`src/rtl/alu_pkg.sv`:
```
// rtl/alu_pkg.sv - opcode, flag and helper definitions shared by the ALU pipeline
package alu_pkg;

    typedef enum logic [3:0] {
        OP_ADD   = 4'd0,
        OP_SUB   = 4'd1,
        OP_AND   = 4'd2,
        OP_OR    = 4'd3,
        OP_XOR   = 4'd4,
        OP_NOT   = 4'd5,
        OP_SHL   = 4'd6,
        OP_SHR   = 4'd7,
        OP_ROL   = 4'd8,
        OP_ROR   = 4'd9,
        OP_INC   = 4'd10,
        OP_DEC   = 4'd11,
        OP_PASSB = 4'd12
    } op_e;

    localparam logic [3:0] OP_LAST_LEGAL = 4'd12;

    typedef struct packed {
        logic co;
        logic zero;
        logic ovf;
        logic err;
    } flags_t;

    // Opcodes above OP_LAST_LEGAL report err and never touch the accumulator.
    function automatic logic op_legal(input logic [3:0] op);
        return op <= OP_LAST_LEGAL;
    endfunction

endpackage

```
`src/rtl/alu_core.sv`:
```
// rtl/alu_core.sv - combinational WIDTH-bit ALU datapath producing result and flags
module alu_core
    import alu_pkg::*;
#(
    parameter int WIDTH = 8
) (
    input  logic [WIDTH-1:0] a,
    input  logic [WIDTH-1:0] b,
    input  logic [3:0]       op,
    output logic [WIDTH-1:0] y,
    output flags_t           flags
);

    localparam int SHW = $clog2(WIDTH);
    localparam int MSB = WIDTH - 1;

    logic [SHW-1:0]   sh;
    logic [SHW:0]     sh_rev;
    logic [WIDTH:0]   sum;
    logic [WIDTH:0]   diff;
    logic [WIDTH:0]   inc;
    logic [WIDTH:0]   dec;

    assign sh     = b[SHW-1:0];
    // Complementary amount for the wrap-around half of a rotate; a shift by WIDTH yields 0.
    assign sh_rev = (SHW+1)'(WIDTH) - {1'b0, sh};

    // Extended-width arithmetic so bit WIDTH carries the carry/borrow.
    always_comb begin
        sum  = {1'b0, a} + {1'b0, b};
        diff = {1'b0, a} - {1'b0, b};
        inc  = {1'b0, a} + {{WIDTH{1'b0}}, 1'b1};
        dec  = {1'b0, a} - {{WIDTH{1'b0}}, 1'b1};
    end

    // Opcode decode: select result, then derive flags; zero always follows y.
    always_comb begin
        y     = '0;
        flags = '0;
        case (op)
            OP_ADD: begin
                y         = sum[WIDTH-1:0];
                flags.co  = sum[WIDTH];
                flags.ovf = (a[MSB] == b[MSB]) && (sum[MSB] != a[MSB]);
            end
            OP_SUB: begin
                y         = diff[WIDTH-1:0];
                flags.co  = diff[WIDTH];
                flags.ovf = (a[MSB] != b[MSB]) && (diff[MSB] != a[MSB]);
            end
            OP_AND:   y = a & b;
            OP_OR:    y = a | b;
            OP_XOR:   y = a ^ b;
            OP_NOT:   y = ~a;
            OP_SHL:   y = a << sh;
            OP_SHR:   y = a >> sh;
            OP_ROL:   y = (a << sh) | (a >> sh_rev);
            OP_ROR:   y = (a >> sh) | (a << sh_rev);
            OP_INC: begin
                y         = inc[WIDTH-1:0];
                flags.co  = inc[WIDTH];
                flags.ovf = !a[MSB] && inc[MSB];
            end
            OP_DEC: begin
                y         = dec[WIDTH-1:0];
                flags.co  = dec[WIDTH];
                flags.ovf = a[MSB] && !dec[MSB];
            end
            OP_PASSB: y = b;
            default:  flags.err = 1'b1;
        endcase
        flags.zero = (y == '0);
    end

endmodule

```
`src/rtl/alu_pipe.sv`:
```
// rtl/alu_pipe.sv - two-stage valid/ready ALU pipeline with result accumulator
module alu_pipe
    import alu_pkg::*;
#(
    parameter int WIDTH = 8
) (
    input  logic             clk,
    input  logic             reset,
    input  logic             in_valid,
    output logic             in_ready,
    input  logic [WIDTH-1:0] a_in,
    input  logic [WIDTH-1:0] b_in,
    input  logic [3:0]       op_in,
    input  logic             acc_sel_in,
    output logic             out_valid,
    input  logic             out_ready,
    output logic [WIDTH-1:0] y_out,
    output logic             co_out,
    output logic             zero_out,
    output logic             ovf_out,
    output logic             err_out
);

    logic             s1_valid;
    logic [WIDTH-1:0] s1_a;
    logic [WIDTH-1:0] s1_b;
    logic [3:0]       s1_op;
    logic             s1_acc_sel;

    logic [WIDTH-1:0] acc;
    flags_t           flags_q;

    logic [WIDTH-1:0] core_a;
    logic [WIDTH-1:0] core_y;
    flags_t           core_flags;

    logic             advance_s1;
    logic             advance_s2;
    logic             in_fire;

    // The output register frees when empty or drained; S1 frees when empty or moving on.
    assign advance_s2 = !out_valid || out_ready;
    assign advance_s1 = !s1_valid || advance_s2;
    assign in_ready   = advance_s1 && !reset;
    assign in_fire    = in_valid && in_ready;

    // The accumulator is read here, as the op leaves S1, so it already holds the
    // result of the op just ahead and back-to-back chains need no bubble.
    assign core_a = s1_acc_sel ? acc : s1_a;

    alu_core #(
        .WIDTH (WIDTH)
    ) u_core (
        .a     (core_a),
        .b     (s1_b),
        .op    (s1_op),
        .y     (core_y),
        .flags (core_flags)
    );

    // S1 capture: hold operands until the output stage can take them.
    always_ff @(posedge clk) begin
        if (reset) begin
            s1_valid   <= 1'b0;
            s1_a       <= '0;
            s1_b       <= '0;
            s1_op      <= '0;
            s1_acc_sel <= 1'b0;
        end else if (advance_s1) begin
            s1_valid <= in_fire;
            if (in_fire) begin
                s1_a       <= a_in;
                s1_b       <= b_in;
                s1_op      <= op_in;
                s1_acc_sel <= acc_sel_in;
            end
        end
    end

    // Output stage and accumulator: load together; outputs hold while stalled.
    always_ff @(posedge clk) begin
        if (reset) begin
            out_valid <= 1'b0;
            y_out     <= '0;
            flags_q   <= '0;
            acc       <= '0;
        end else if (advance_s2) begin
            out_valid <= s1_valid;
            if (s1_valid) begin
                y_out   <= core_y;
                flags_q <= core_flags;
                if (op_legal(s1_op)) begin
                    acc <= core_y;
                end
            end
        end
    end

    assign co_out   = flags_q.co;
    assign zero_out = flags_q.zero;
    assign ovf_out  = flags_q.ovf;
    assign err_out  = flags_q.err;

endmodule

```
`config.mk`:
```
export PLATFORM = sky130hd
export DESIGN_NAME = alu_pipe
export DESIGN_NICKNAME = d
export VERILOG_FILES = /design/src/rtl/alu_pkg.sv /design/src/rtl/alu_core.sv /design/src/rtl/alu_pipe.sv
export SDC_FILE = /design/constraint.sdc
export NUM_CORES = 1
export LEC_CHECK = 0
export CAP_MARGIN = 30
export CORE_MARGIN = 5
export CORE_UTILIZATION = 35
export DETAILED_ROUTE_END_ITERATION = 10
export DONT_BUFFER_PORTS = 1
export HOLD_SLACK_MARGIN = 0.06
export SYNTH_ARGS = -nofsm -noshare
export SYNTH_HDL_FRONTEND = slang
export SYNTH_HIERARCHICAL = 1
export SYNTH_SLANG_ARGS = --single-unit
export TNS_END_PERCENT = 1
```
`constraint.sdc`:
```
create_clock -name clk -period 3.45 [get_ports clk]
set_clock_uncertainty 0.2 [all_clocks]
set_input_delay 0.69 -clock clk [delete_from_list [all_inputs] [get_ports clk]]
set_output_delay 0.69 -clock clk [all_outputs]
set_load 0.02 [all_outputs]
```
==> flow_metrics.py <==
metrics = {
    "global_route": {
        "grt_max_degree": 54,
        "grt_pass1_vias": 4970,
        "grt_usage_pct": 21.4,
        "grt_overflow": 0,
        "grt_pass1_wl_microns": 28300,
        "antenna_found_initial": 0,
    },
    "critical_path": {
        "r2r_cells": 15,
        "arrival_ns": 3.66,
        "rr_endpoint": "zero_out",
        "setup.worst_path.class": "reg -> reg",
        "reg2reg_slack_ns": -0.19,
        "cp-start-kind": "flip-flop",
        "crit_fanout": 9,
        "cp-end-kind": "flip-flop",
        "cp.required_ns": 3.47,
        "r2r-start": "s1_acc_sel",
    },
    "timing": {
        "report.final.setup_viol": 3,
        "rsz0062_at_grt": "yes",
        "tightest_slew_ns": 0.649,
        "min_period_ns": 3.64,
        "finalCritPeriodShare_pct": 105,
        "setup_ws_ns": -0.186,
        "whs_ns": 0.266,
        "max_freq_ghz": 0.275,
        "timing.setup.tns_ns": -0.420,
        "slew-limit-headroom_pct": 56.7,
        "slew_viol_final": 0,
        "hold_viol": 0,
    },
    "placement": {
        "io_buffers": 0,
        "post-dp-hpwl_microns": 14200,
        "dp_cells": 845,
        "place_congestion": 0.978,
        "dpl-instance-area_sq_um": 5850,
    },
    "cells_and_area": {
        "nets": 730,
        "num_antenna_cells": 0,
        "final_common_cell": "buf_4",
        "area_growth_pct": 22.2,
        "drive_gt1_share_pct": 30.2,
        "final_cell_mix": "108 x buf_4, 42 x dfxtp_1, 37 x a21oi_1, 32 x nor2_1, 31 x ha_1",
        "fin_util_pct": 43.2,
        "stdcell_count": 857,
        "design_area_sq_um": 6210,
    },
    "synth": {
        "synth_ff_type": "dfxtp_1",
        "syn_inst": 601,
        "ys_ff_latch": 43,
        "synthTopCellsByArea": "dfxtp_1 17%, ha_1 7.6%, mux2_4 6.8%",
        "syn_avg_cell_area_sq_um": 8.45,
        "yosys.area.top_type": "dfxtp_1",
        "synth_area_sq_um": 5080,
        "ys.warnings.count": 6,
        "yosysSeqAreaShare_pct": 17.0,
        "synthArstFlopShare_pct": 0,
        "synth-edff-count": 0,
        "synth_cell_types": 89,
        "synth_top_area_share_pct": 17.0,
        "syn_nets": 659,
    },
    "outcome": {
        "violations": "negative setup slack",
        "status": "complete, but fails checks",
    },
    "cts": {
        "ctsHoldBuffers": 0,
        "cts_root_buf": "clkbuf_16",
        "worstSkewPairLatency_ns": 0.29,
        "cts_tree": "built",
        "numCtsBuffers": 5,
        "cts_max_path_buffers": 2,
        "clock_sinks": 43,
        "cts.reportedPaths.clkPinSlew_ns": 0.06,
        "htree_levels": 2,
    },
    "run": {
        "drv_cap": 0,
    },
    "min_path": {
        "whs_path_depth": 1,
        "min_to": "co_out",
        "hold_path_class": "in -> reg",
        "hold_path_startpoint": "reset",
    },
    "route": {
        "first_pass_iters": 6,
        "vias": 5058,
        "ant_nets": 0,
        "drt_iter0_markers": 544,
        "viasPerCell": 5.90,
        "totalWireLength_microns": 18200,
        "wl_per_cell_microns": 21.2,
        "drc_errors": 0,
    },
    "power": {
        "ir_worst_vdd_mv": 0.294,
        "power_density_nw_per_um2": 370,
        "comb_power_share_pct": 50.4,
        "p_leak_uw": 0.00250,
        "clockPowerShare_pct": 24.1,
        "p_sw_uw": 851,
        "internal-power_uw": 1440,
        "p_seq_share_pct": 25.5,
        "swShare_pct": 37.1,
    },
    "die": {
        "num_rows": 44,
        "ios": 39,
        "coreArea_sq_um": 14400,
        "die_area_sq_um": 17000,
        "floorplan.initialDensity_pct": 35.3,
        "chipHeight_microns": 130,
        "fp.dieW_microns": 130,
    },
}
==> timing repair <==
| item | 4_1_cts | 5_1_grt |
|---|---|---|
| setup buffers | 3 | 1 |
| setup endpoints to repair | 4 | 5 |
| hold endpoints to repair | 0 | 0 |
| resized for setup | 18 | 14 |
| pin swaps | 9 | 7 |
==> how the worst max path moves through the flow <==
stage | from | to | slack (ns) | cells past startpoint
6_report | s1_acc_sel | zero_out | -0.19 | 15
4_1_cts | s1_acc_sel | zero_out | -0.24 | 15
2_1_floorplan | s1_b[1] | zero_out | 0.0002 | 13
5_1_grt | s1_acc_sel | zero_out | -0.38 | 15
3_3_place_gp | s1_acc_sel | zero_out | -0.50 | 15
3_5_place_dp | s1_acc_sel | zero_out | -0.51 | 15
==> sequential cells by signal, summed over array words and instances (netlist names) <==
signal / flops
out_valid: 1
co_out: 1
y_out: 8
acc: 8
zero_out: 1
s1_op: 4
ovf_out: 1
s1_valid: 1
err_out: 1
s1_b: 8
s1_a: 8
s1_acc_sel: 1
==> cell usage after synthesis, drive strengths merged, types with 4 or more instances <==
| library cell | n |
|---|---|
| clkbuf | 13 |
| inv | 29 |
| a211o | 5 |
| mux2i | 32 |
| a31oi | 4 |
| a2bb2oi | 4 |
| a21oi | 38 |
| nor4 | 7 |
| mux2 | 41 |
| buf | 36 |
| nand4 | 9 |
| mux4 | 7 |
| o21ai | 32 |
| dfxtp | 43 |
| nor3 | 10 |
| nand2 | 21 |
| a2111oi | 4 |
| o32ai | 4 |
| nand3 | 23 |
| xnor2 | 10 |
| o22ai | 11 |
| or3 | 5 |
| ha | 31 |
| nor2 | 33 |
| nand2b | 29 |
| a211oi | 4 |
| nor2b | 30 |
| or4 | 4 |
| and3 | 4 |
| nand3b | 4 |
==> final cells by class <==
class,instances,area [sq um]
Clock buffer,6,139
Clock inverter,2,35.0
Fill cell,1393,8160
Inverter,30,115
Multi-Input combinational cell,479,3940
Sequential cell,43,865
Tap cell,184,230
Timing Repair Buffer,113,882
==> logic make-up (layout without fill, tap and decap cells) <==
group	after synthesis	after routing	share of synthesized area, %
fa+ha+maj	33	33	8.43
buf+inv	79	151	8.28
flops	43	43	17.0
simple gates	207	207	24.3
xor+xnor	13	13	2.24
compound gates	146	146	19.2
mux	80	80	20.5
==> metrics by stage <==
step | total power (uW) | worst slack (ns)
floorplan | 1270 | 0.000169
global placement | 1670 | -0.500
detailed placement | 1670 | -0.512
CTS | 2260 | -0.240
global route | 2410 | -0.376
finish | 2290 | -0.186
==> critical path, stage by stage (launching register included) <==
cell      delay, ns
dfxtp_4        0.38
buf_4          0.16
mux2_2         0.40
buf_4          0.20
buf_4          0.17
inv_1          0.17
ha_1           0.17
nand2b_1       0.10
a21oi_1        0.07
o31ai_2        0.26
o211ai_1       0.16
nor4_2         0.39
nand4_1        0.21
nor4b_2        0.29
nand3_1        0.11
a21oi_1        0.15
==> power groups by stage <==
stage	Combinational, uW	Clock (uW)	Sequential, uW
finish	1160	554	585
floorplan	690	0	576
CTS	1110	571	584
detailed placement	1070	0	595
global placement	1070	0	594
global route	1230	587	590
==> metal layers <==
metal | global-route usage, % | share of wire [%] | vias up
li1 | - | - | 2363
met1 | 30.2 | 44 | 2370
met2 | 33.3 | 45 | 285
met3 | 3.66 | 7.6 | 40
met4 | 7.26 | 3.2 | 0
met5 | 0 | 0 | -
Note: power is estimated with default switching activity, not from simulation.
